==> src/rtl/regfile_2r1w_sb_pkg.sv <==
// regfile_pkg
// Shared definitions for the two-read/one-write register file with a
// pending-write scoreboard: default geometry and the preset-restore sweep
// FSM state type.
package regfile_pkg;

    localparam int DEFAULT_DATA_W = 8;
    localparam int DEFAULT_ADDR_W = 3;

    typedef enum logic [1:0] {
        IDLE  = 2'd0,
        SWEEP = 2'd1,
        DONE  = 2'd2
    } sweepState_e;

endpackage

==> src/rtl/regfile_2r1w_sb_if.sv <==
// regfile_2r1w_sb_if
// Bundles every non-clock, non-reset signal of regfile_2r1w_sb.
//   RdAddrA/B, RdDataA/B, HazardA/B : two independent combinational read ports
//   WrAddr, WrData, RegWrite        : single write port
//   PendSet, PendAddr, PendVec      : pending-write scoreboard
//   ClearReq, Busy, ClearDone       : preset-restore sweep control
// master: the side that drives requests (CPU/testbench)
// slave : the register file itself
interface regfile_2r1w_sb_if
    import regfile_pkg::*;
#(
    parameter int DATA_W = DEFAULT_DATA_W,
    parameter int ADDR_W = DEFAULT_ADDR_W
);
    localparam int DEPTH = 1 << ADDR_W;

    logic [ADDR_W-1:0] RdAddrA;
    logic [ADDR_W-1:0] RdAddrB;
    logic [DATA_W-1:0] RdDataA;
    logic [DATA_W-1:0] RdDataB;
    logic              HazardA;
    logic              HazardB;
    logic [ADDR_W-1:0] WrAddr;
    logic [DATA_W-1:0] WrData;
    logic              RegWrite;
    logic              PendSet;
    logic [ADDR_W-1:0] PendAddr;
    logic [DEPTH-1:0]  PendVec;
    logic              ClearReq;
    logic              Busy;
    logic              ClearDone;

    modport master (
        output RdAddrA, RdAddrB, WrAddr, WrData, RegWrite, PendSet, PendAddr, ClearReq,
        input  RdDataA, RdDataB, HazardA, HazardB, PendVec, Busy, ClearDone
    );

    modport slave (
        input  RdAddrA, RdAddrB, WrAddr, WrData, RegWrite, PendSet, PendAddr, ClearReq,
        output RdDataA, RdDataB, HazardA, HazardB, PendVec, Busy, ClearDone
    );

endinterface

==> src/rtl/regfile_2r1w_sb_scoreboard.sv <==
// regfile_scoreboard
// One pending bit per register. A register is marked pending by setEn_i and
// cleared by an accepted write or by the preset-restore sweep.
//   clk, Reset      : clock, asynchronous active-high reset (clears all bits)
//   setEn_i/Addr_i  : mark a register pending
//   clrEn_i/Addr_i  : accepted write retires a pending register
//   sweepClrEn_i/sweepIdx_i : sweep clears the register it is restoring
//   rdAddrA_i/B_i   : lookup addresses for the two read ports
//   pendVec_o       : full pending vector
//   pendA_o/pendB_o : pending bit of the addressed registers
module regfile_scoreboard
    import regfile_pkg::*;
#(
    parameter int ADDR_W = DEFAULT_ADDR_W
) (
    input  logic                    clk,
    input  logic                    Reset,
    input  logic                    setEn_i,
    input  logic [ADDR_W-1:0]       setAddr_i,
    input  logic                    clrEn_i,
    input  logic [ADDR_W-1:0]       clrAddr_i,
    input  logic                    sweepClrEn_i,
    input  logic [ADDR_W-1:0]       sweepIdx_i,
    input  logic [ADDR_W-1:0]       rdAddrA_i,
    input  logic [ADDR_W-1:0]       rdAddrB_i,
    output logic [(1<<ADDR_W)-1:0]  pendVec_o,
    output logic                    pendA_o,
    output logic                    pendB_o
);
    localparam int DEPTH = 1 << ADDR_W;

    logic [DEPTH-1:0] pend_q;
    logic [DEPTH-1:0] pend_d;

    // Priority, lowest to highest: write clear, set, sweep clear.
    // A set in the same cycle as a write survives; the sweep overrides a set.
    always_comb begin
        pend_d = pend_q;
        if (clrEn_i) begin
            pend_d[clrAddr_i] = 1'b0;
        end
        if (setEn_i) begin
            pend_d[setAddr_i] = 1'b1;
        end
        if (sweepClrEn_i) begin
            pend_d[sweepIdx_i] = 1'b0;
        end
    end

    always_ff @(posedge clk or posedge Reset) begin
        if (Reset) begin
            pend_q <= '0;
        end else begin
            pend_q <= pend_d;
        end
    end

    assign pendVec_o = pend_q;
    assign pendA_o   = pend_q[rdAddrA_i];
    assign pendB_o   = pend_q[rdAddrB_i];

endmodule

==> src/rtl/regfile_2r1w_sb.sv <==
// regfile_2r1w_sb
// Register file with two combinational read ports, one synchronous write
// port, optional same-cycle write-to-read forwarding, a pending-write
// scoreboard and a sweep that restores every register to its preset value
// (register i holds i truncated to DATA_W).
//   clk   : rising-edge clock
//   Reset : asynchronous active-high reset; presets registers, clears
//           pending bits, aborts any sweep
//   bus   : regfile_2r1w_sb_if slave modport (read/write/scoreboard/sweep)
module regfile_2r1w_sb
    import regfile_pkg::*;
#(
    parameter int DATA_W = DEFAULT_DATA_W,
    parameter int ADDR_W = DEFAULT_ADDR_W,
    parameter int BYPASS = 1
) (
    input  logic             clk,
    input  logic             Reset,
    regfile_2r1w_sb_if.slave bus
);
    localparam int                DEPTH    = 1 << ADDR_W;
    localparam logic [ADDR_W-1:0] LAST_IDX = ADDR_W'(DEPTH - 1);

    sweepState_e       state_q;
    sweepState_e       state_d;
    logic [ADDR_W-1:0] idx_q;
    logic [ADDR_W-1:0] idx_d;
    logic [DATA_W-1:0] regs_q [DEPTH];
    logic [DATA_W-1:0] regs_d [DEPTH];

    logic busy;
    logic clearDone;
    logic sweepWr;
    logic wrAccept;
    logic pendA;
    logic pendB;

    // Sweep FSM: one register restored per SWEEP cycle, index holds at the
    // last register rather than wrapping, then a single DONE cycle.
    always_comb begin
        state_d   = state_q;
        idx_d     = idx_q;
        busy      = 1'b0;
        clearDone = 1'b0;
        sweepWr   = 1'b0;
        case (state_q)
            IDLE: begin
                if (bus.ClearReq) begin
                    state_d = SWEEP;
                    idx_d   = '0;
                end
            end
            SWEEP: begin
                busy    = 1'b1;
                sweepWr = 1'b1;
                if (idx_q == LAST_IDX) begin
                    state_d = DONE;
                end else begin
                    idx_d = idx_q + 1'b1;
                end
            end
            DONE: begin
                busy      = 1'b1;
                clearDone = 1'b1;
                state_d   = IDLE;
                idx_d     = '0;
            end
            default: begin
                state_d = IDLE;
                idx_d   = '0;
            end
        endcase
    end

    always_ff @(posedge clk or posedge Reset) begin
        if (Reset) begin
            state_q <= IDLE;
            idx_q   <= '0;
        end else begin
            state_q <= state_d;
            idx_q   <= idx_d;
        end
    end

    assign wrAccept = bus.RegWrite && !busy;

    // Sweep and user write never coincide because writes are refused while busy.
    always_comb begin
        regs_d = regs_q;
        if (sweepWr) begin
            regs_d[idx_q] = DATA_W'(idx_q);
        end else if (wrAccept) begin
            regs_d[bus.WrAddr] = bus.WrData;
        end
    end

    always_ff @(posedge clk or posedge Reset) begin
        if (Reset) begin
            for (int i = 0; i < DEPTH; i++) begin
                regs_q[i] <= DATA_W'(i);
            end
        end else begin
            regs_q <= regs_d;
        end
    end

    regfile_scoreboard #(
        .ADDR_W (ADDR_W)
    ) u_scoreboard (
        .clk          (clk),
        .Reset        (Reset),
        .setEn_i      (bus.PendSet),
        .setAddr_i    (bus.PendAddr),
        .clrEn_i      (wrAccept),
        .clrAddr_i    (bus.WrAddr),
        .sweepClrEn_i (sweepWr),
        .sweepIdx_i   (idx_q),
        .rdAddrA_i    (bus.RdAddrA),
        .rdAddrB_i    (bus.RdAddrB),
        .pendVec_o    (bus.PendVec),
        .pendA_o      (pendA),
        .pendB_o      (pendB)
    );

    // A forwarded read already carries the incoming value, so it is not a hazard.
    always_comb begin
        bus.RdDataA = regs_q[bus.RdAddrA];
        bus.HazardA = pendA;
        if ((BYPASS != 0) && wrAccept && (bus.WrAddr == bus.RdAddrA)) begin
            bus.RdDataA = bus.WrData;
            bus.HazardA = 1'b0;
        end
    end

    always_comb begin
        bus.RdDataB = regs_q[bus.RdAddrB];
        bus.HazardB = pendB;
        if ((BYPASS != 0) && wrAccept && (bus.WrAddr == bus.RdAddrB)) begin
            bus.RdDataB = bus.WrData;
            bus.HazardB = 1'b0;
        end
    end

    assign bus.Busy      = busy;
    assign bus.ClearDone = clearDone;

endmodule

==> src/flat_wrapper.sv <==
// flat-port wrapper written by rule: the top's interface ports become plain ports
module regfile_2r1w_sb_flat import regfile_pkg::*;
#(
    parameter int DATA_W = DEFAULT_DATA_W,
    parameter int ADDR_W = DEFAULT_ADDR_W,
    parameter int BYPASS = 1
)
  (clk, Reset, bus_RdAddrA, bus_RdAddrB, bus_WrAddr, bus_WrData, bus_RegWrite, bus_PendSet, bus_PendAddr, bus_ClearReq, bus_RdDataA, bus_RdDataB, bus_HazardA, bus_HazardB, bus_PendVec, bus_Busy, bus_ClearDone);
  regfile_2r1w_sb_if #(.DATA_W(DATA_W), .ADDR_W(ADDR_W)) bus_i ();
  input  logic clk;
  input  logic Reset;
  input wire logic [$bits(bus_i.RdAddrA)-1:0] bus_RdAddrA;
  input wire logic [$bits(bus_i.RdAddrB)-1:0] bus_RdAddrB;
  input wire logic [$bits(bus_i.WrAddr)-1:0] bus_WrAddr;
  input wire logic [$bits(bus_i.WrData)-1:0] bus_WrData;
  input wire logic [$bits(bus_i.RegWrite)-1:0] bus_RegWrite;
  input wire logic [$bits(bus_i.PendSet)-1:0] bus_PendSet;
  input wire logic [$bits(bus_i.PendAddr)-1:0] bus_PendAddr;
  input wire logic [$bits(bus_i.ClearReq)-1:0] bus_ClearReq;
  output wire logic [$bits(bus_i.RdDataA)-1:0] bus_RdDataA;
  output wire logic [$bits(bus_i.RdDataB)-1:0] bus_RdDataB;
  output wire logic [$bits(bus_i.HazardA)-1:0] bus_HazardA;
  output wire logic [$bits(bus_i.HazardB)-1:0] bus_HazardB;
  output wire logic [$bits(bus_i.PendVec)-1:0] bus_PendVec;
  output wire logic [$bits(bus_i.Busy)-1:0] bus_Busy;
  output wire logic [$bits(bus_i.ClearDone)-1:0] bus_ClearDone;
  assign bus_i.RdAddrA = bus_RdAddrA;
  assign bus_i.RdAddrB = bus_RdAddrB;
  assign bus_i.WrAddr = bus_WrAddr;
  assign bus_i.WrData = bus_WrData;
  assign bus_i.RegWrite = bus_RegWrite;
  assign bus_i.PendSet = bus_PendSet;
  assign bus_i.PendAddr = bus_PendAddr;
  assign bus_i.ClearReq = bus_ClearReq;
  assign bus_RdDataA = bus_i.RdDataA;
  assign bus_RdDataB = bus_i.RdDataB;
  assign bus_HazardA = bus_i.HazardA;
  assign bus_HazardB = bus_i.HazardB;
  assign bus_PendVec = bus_i.PendVec;
  assign bus_Busy = bus_i.Busy;
  assign bus_ClearDone = bus_i.ClearDone;
  regfile_2r1w_sb #(.DATA_W(DATA_W), .ADDR_W(ADDR_W), .BYPASS(BYPASS)) u_core (.clk(clk), .Reset(Reset), .bus(bus_i));
endmodule
==> config.mk <==
export PLATFORM = sky130hd
export DESIGN_NAME = regfile_2r1w_sb_flat
export DESIGN_NICKNAME = d
export VERILOG_FILES = /design/src/rtl/regfile_2r1w_sb_pkg.sv /design/src/rtl/regfile_2r1w_sb_if.sv /design/src/rtl/regfile_2r1w_sb_scoreboard.sv /design/src/rtl/regfile_2r1w_sb.sv /design/src/flat_wrapper.sv
export SDC_FILE = /design/constraint.sdc
export NUM_CORES = 1
export LEC_CHECK = 0
export CORE_MARGIN = 2
export CORE_UTILIZATION = 55
export DETAILED_ROUTE_END_ITERATION = 12
export HOLD_SLACK_MARGIN = 0.05
export PLACE_DENSITY = 0.84
export SETUP_SLACK_MARGIN = 0.4
export SYNTH_ARGS = -nofsm -noshare
export SYNTH_HDL_FRONTEND = slang
export SYNTH_SLANG_ARGS = --single-unit
==> constraint.sdc <==
create_clock -name clk -period 2.85 [get_ports clk]
set_clock_uncertainty 0.1 [all_clocks]
set_input_delay 0.4275 -clock clk [delete_from_list [all_inputs] [get_ports clk]]
set_output_delay 0.4275 -clock clk [all_outputs]
set_load 0.01 [all_outputs]
==> results.sh <==
export IMPL_status="complete, no violations"
export IMPL_cts_hold_fix_buffers=0
export IMPL_synth_cell_types=51
export IMPL_io_pins=53
export IMPL_wire_per_inst_um=24.2
export IMPL_clock_root_buffer="clkbuf_8"
export IMPL_cts_sinks=77
export IMPL_syn_area_per_cell_um2=10.8
export IMPL_finalMaxSlewViolations=0
export IMPL_start_util_pct=57.2
export IMPL_grt_pass1_vias=4402
export IMPL_synthFlopType="dfrtp_1"
export IMPL_top_layer="met4"
export IMPL_yosysSeqAreaShare_pct=38.7
export IMPL_yosys_area_top_type="dfrtp_1"
export IMPL_critPathKind="in -> out"
export IMPL_final_layout_size_suffix_gt1_share_pct=37.3
export IMPL_met2_length_um=7780
export IMPL_grt_setup_unrepaired="yes"
export IMPL_die_w_um=99.5
export IMPL_final_common_cell="nand2_1"
export IMPL_via_count=4357
export IMPL_dpl_hpwl_um=10200
export IMPL_clock_latency_ps=370
export IMPL_fin_crit_ps=2580
export IMPL_synth_edff_count=0
export IMPL_grt_max_degree=52
export IMPL_fin_cells=641
export IMPL_routed_wl_um=15500
export IMPL_arrival_ps=2060
export IMPL_viasPerCell=6.80
export IMPL_die_y_um=99.5
export IMPL_drv_cap=0
export IMPL_holdCritPathClass="in -> async"
export IMPL_wl_met1_um=5670
export IMPL_vdd_drop_max_mv=0.623
export IMPL_period_share_pct=90.7
export IMPL_grt_pass1_wl_um=23800
export IMPL_core_area_mm2=0.00876
export IMPL_syn_cell_area_mm2=0.00501
export IMPL_tightestPinTransition_ps=824
export IMPL_synth_area_leaders="dfrtp_1, mux4_2, dfstp_2"
export IMPL_diodes=0
export IMPL_synth_seq_cells=77
export IMPL_worstPathRequired_ps=2320
export IMPL_syn_nets=496
export IMPL_wl_met3_um=1530
export IMPL_htreeDepth=3
export IMPL_cp_max_fo=8
export IMPL_cts_made_buffers=9
export IMPL_cp_end_kind="output pin"
export IMPL_die_area_mm2=0.00990
export IMPL_most_common_layout_cells="nand2_1, dfrtp_1, mux4_2, o21ai_0, clkdlybuf4s50_1"
export IMPL_fmax_mhz=387
export IMPL_power_w=0.00466
export IMPL_reg2reg_from="u_core.state_q[1]$_DFFE_PP0P_"
export IMPL_p_leak_nw=2.52
export IMPL_hold_violations=0
export IMPL_placedCellCount=612
export IMPL_port_buffers=52
export IMPL_grt_usage_pct=31.8
export IMPL_cellPowerDensity_mw_per_mm2=743
export IMPL_worstSetupStartpointType="primary input"
export IMPL_ys_warn_count=0
export IMPL_clk_pin_slew_ps=90
export IMPL_setup_violations_final=0
export IMPL_syn_inst=465
export IMPL_gp_congestion=0.958
export IMPL_cts_tree="yes"
export IMPL_drc=0
export IMPL_nets=559
export IMPL_drtAntennaViolNets=0
export IMPL_cp_startpoint="bus_WrAddr[0]"
export IMPL_antenna_found_initial=0
export IMPL_synthArstFlopShare_pct=100
export IMPL_firstDrtPassIters=5
export IMPL_clk_path_buf_depth=2
export IMPL_rows=34
export IMPL_areaGrowthSynthToFinish_pct=25.1
export IMPL_grt_overflow=0
export IMPL_netlist_area_leader_share_pct=32.4
export IMPL_drt_iter0_markers=355
export IMPL_slew_headroom_pct=44.9
layout make-up:
| type | count | area (µm²) |
|---|---|---|
| multi-input combinational | 344 | 3100 |
| inverter | 6 | 26.3 |
| timing repair buffer | 90 | 881 |
| clock buffer | 9 | 124 |
| fill | 613 | 2490 |
| sequential | 77 | 1940 |
| clock inverter | 7 | 63.8 |
| tap | 108 | 135 |
flip-flops by register name, indices dropped and copies added, names as in the netlist:
signal,cells
u_core.u_scoreboard.pendVec_o,8
u_core.idx_q,3
u_core.regs_q,64
u_core.state_q,2
worst paths after layout:
path                                                              end  slack [ps]  depth (start not counted)
max                                                    bus_RdDataA[6]         270                          7
min                        u_core.u_scoreboard.pendVec_o[1]$_DFF_PP0_         370                          2
max reg2reg                             u_core.regs_q[28]$_DFFE_PP0P_         470                          7
min reg2reg                             u_core.regs_q[16]$_DFFE_PP1P_         400                          2
max in group asynchronous               u_core.regs_q[33]$_DFFE_PP1P_        1570                          3
min in group clk                        u_core.regs_q[16]$_DFFE_PP1P_         400                          2
cell families (layout without fill, tap and decap cells):
kind of cell             after synthesis  in the layout  share of synthesized area, %
flip-flops                            77             77                          38.7
AND/OR/NAND/NOR                      162            162                          16.7
buffers and inverters                 44            112                          5.59
multiplexers                          61             61                          21.3
adder cells (fa/ha/maj)                6              6                          1.50
XOR/XNOR                               6              6                          1.05
AO/OA/AOI/OAI                        109            109                          15.1
Yosys cell counts (all sizes together) (4+ instances only):
cell,n
a21oi,26
a22o,5
and4bb,5
buf,37
dfrtp,65
dfstp,12
ha,6
inv,6
mux2,7
mux2i,18
mux4,36
nand2,76
nand2b,9
nor2,40
nor2b,5
nor3,4
o21ai,35
o31ai,31
xnor2,6
report_power, final:
group          internal [W]  switching (W)
clock              0.000337       0.000488
sequential          0.00145       0.000332
combinational      0.000976        0.00108
critical path, stage by stage:
cell	delay, ps
clkdlybuf4s50_1	600
xnor2_2	290
nand4_4	220
buf_8	220
nor2_2	90
a21oi_1	50
buf_2	140
metal layers:
metal	track usage, %	up-vias
met5	0	-
li1	-	1862
met4	14.8	0
met2	51.2	290
met3	8.50	67
met1	40.5	2138
per-stage QoR:
| stage | utilization (%) | worst slack [ps] | cell area (µm²) | hold WS [ps] | TNS (ps) |
|---|---|---|---|---|---|
| detailed placement | 64.4 | -177 | 5640 | 387 | -2270 |
| finish | 71.6 | 265 | 6270 | 374 | 0 |
| CTS | 69.7 | 315 | 6110 | 375 | 0 |
| floorplan | - | 625 | 5020 | 355 | 0 |
| global placement | 64.4 | -148 | 5640 | 372 | -1700 |
| global route | 71.6 | 228 | 6270 | 403 | 0 |
timing repair:
item / 4_1_cts / 5_1_grt
pin swaps: 7 / 6
gates cloned: 3 / 0
endpoints found under the setup margin: 19 / 20
buffers inserted: 9 / 1
gates resized for setup: 132 / 34
(Power assumes the default switching activity.)
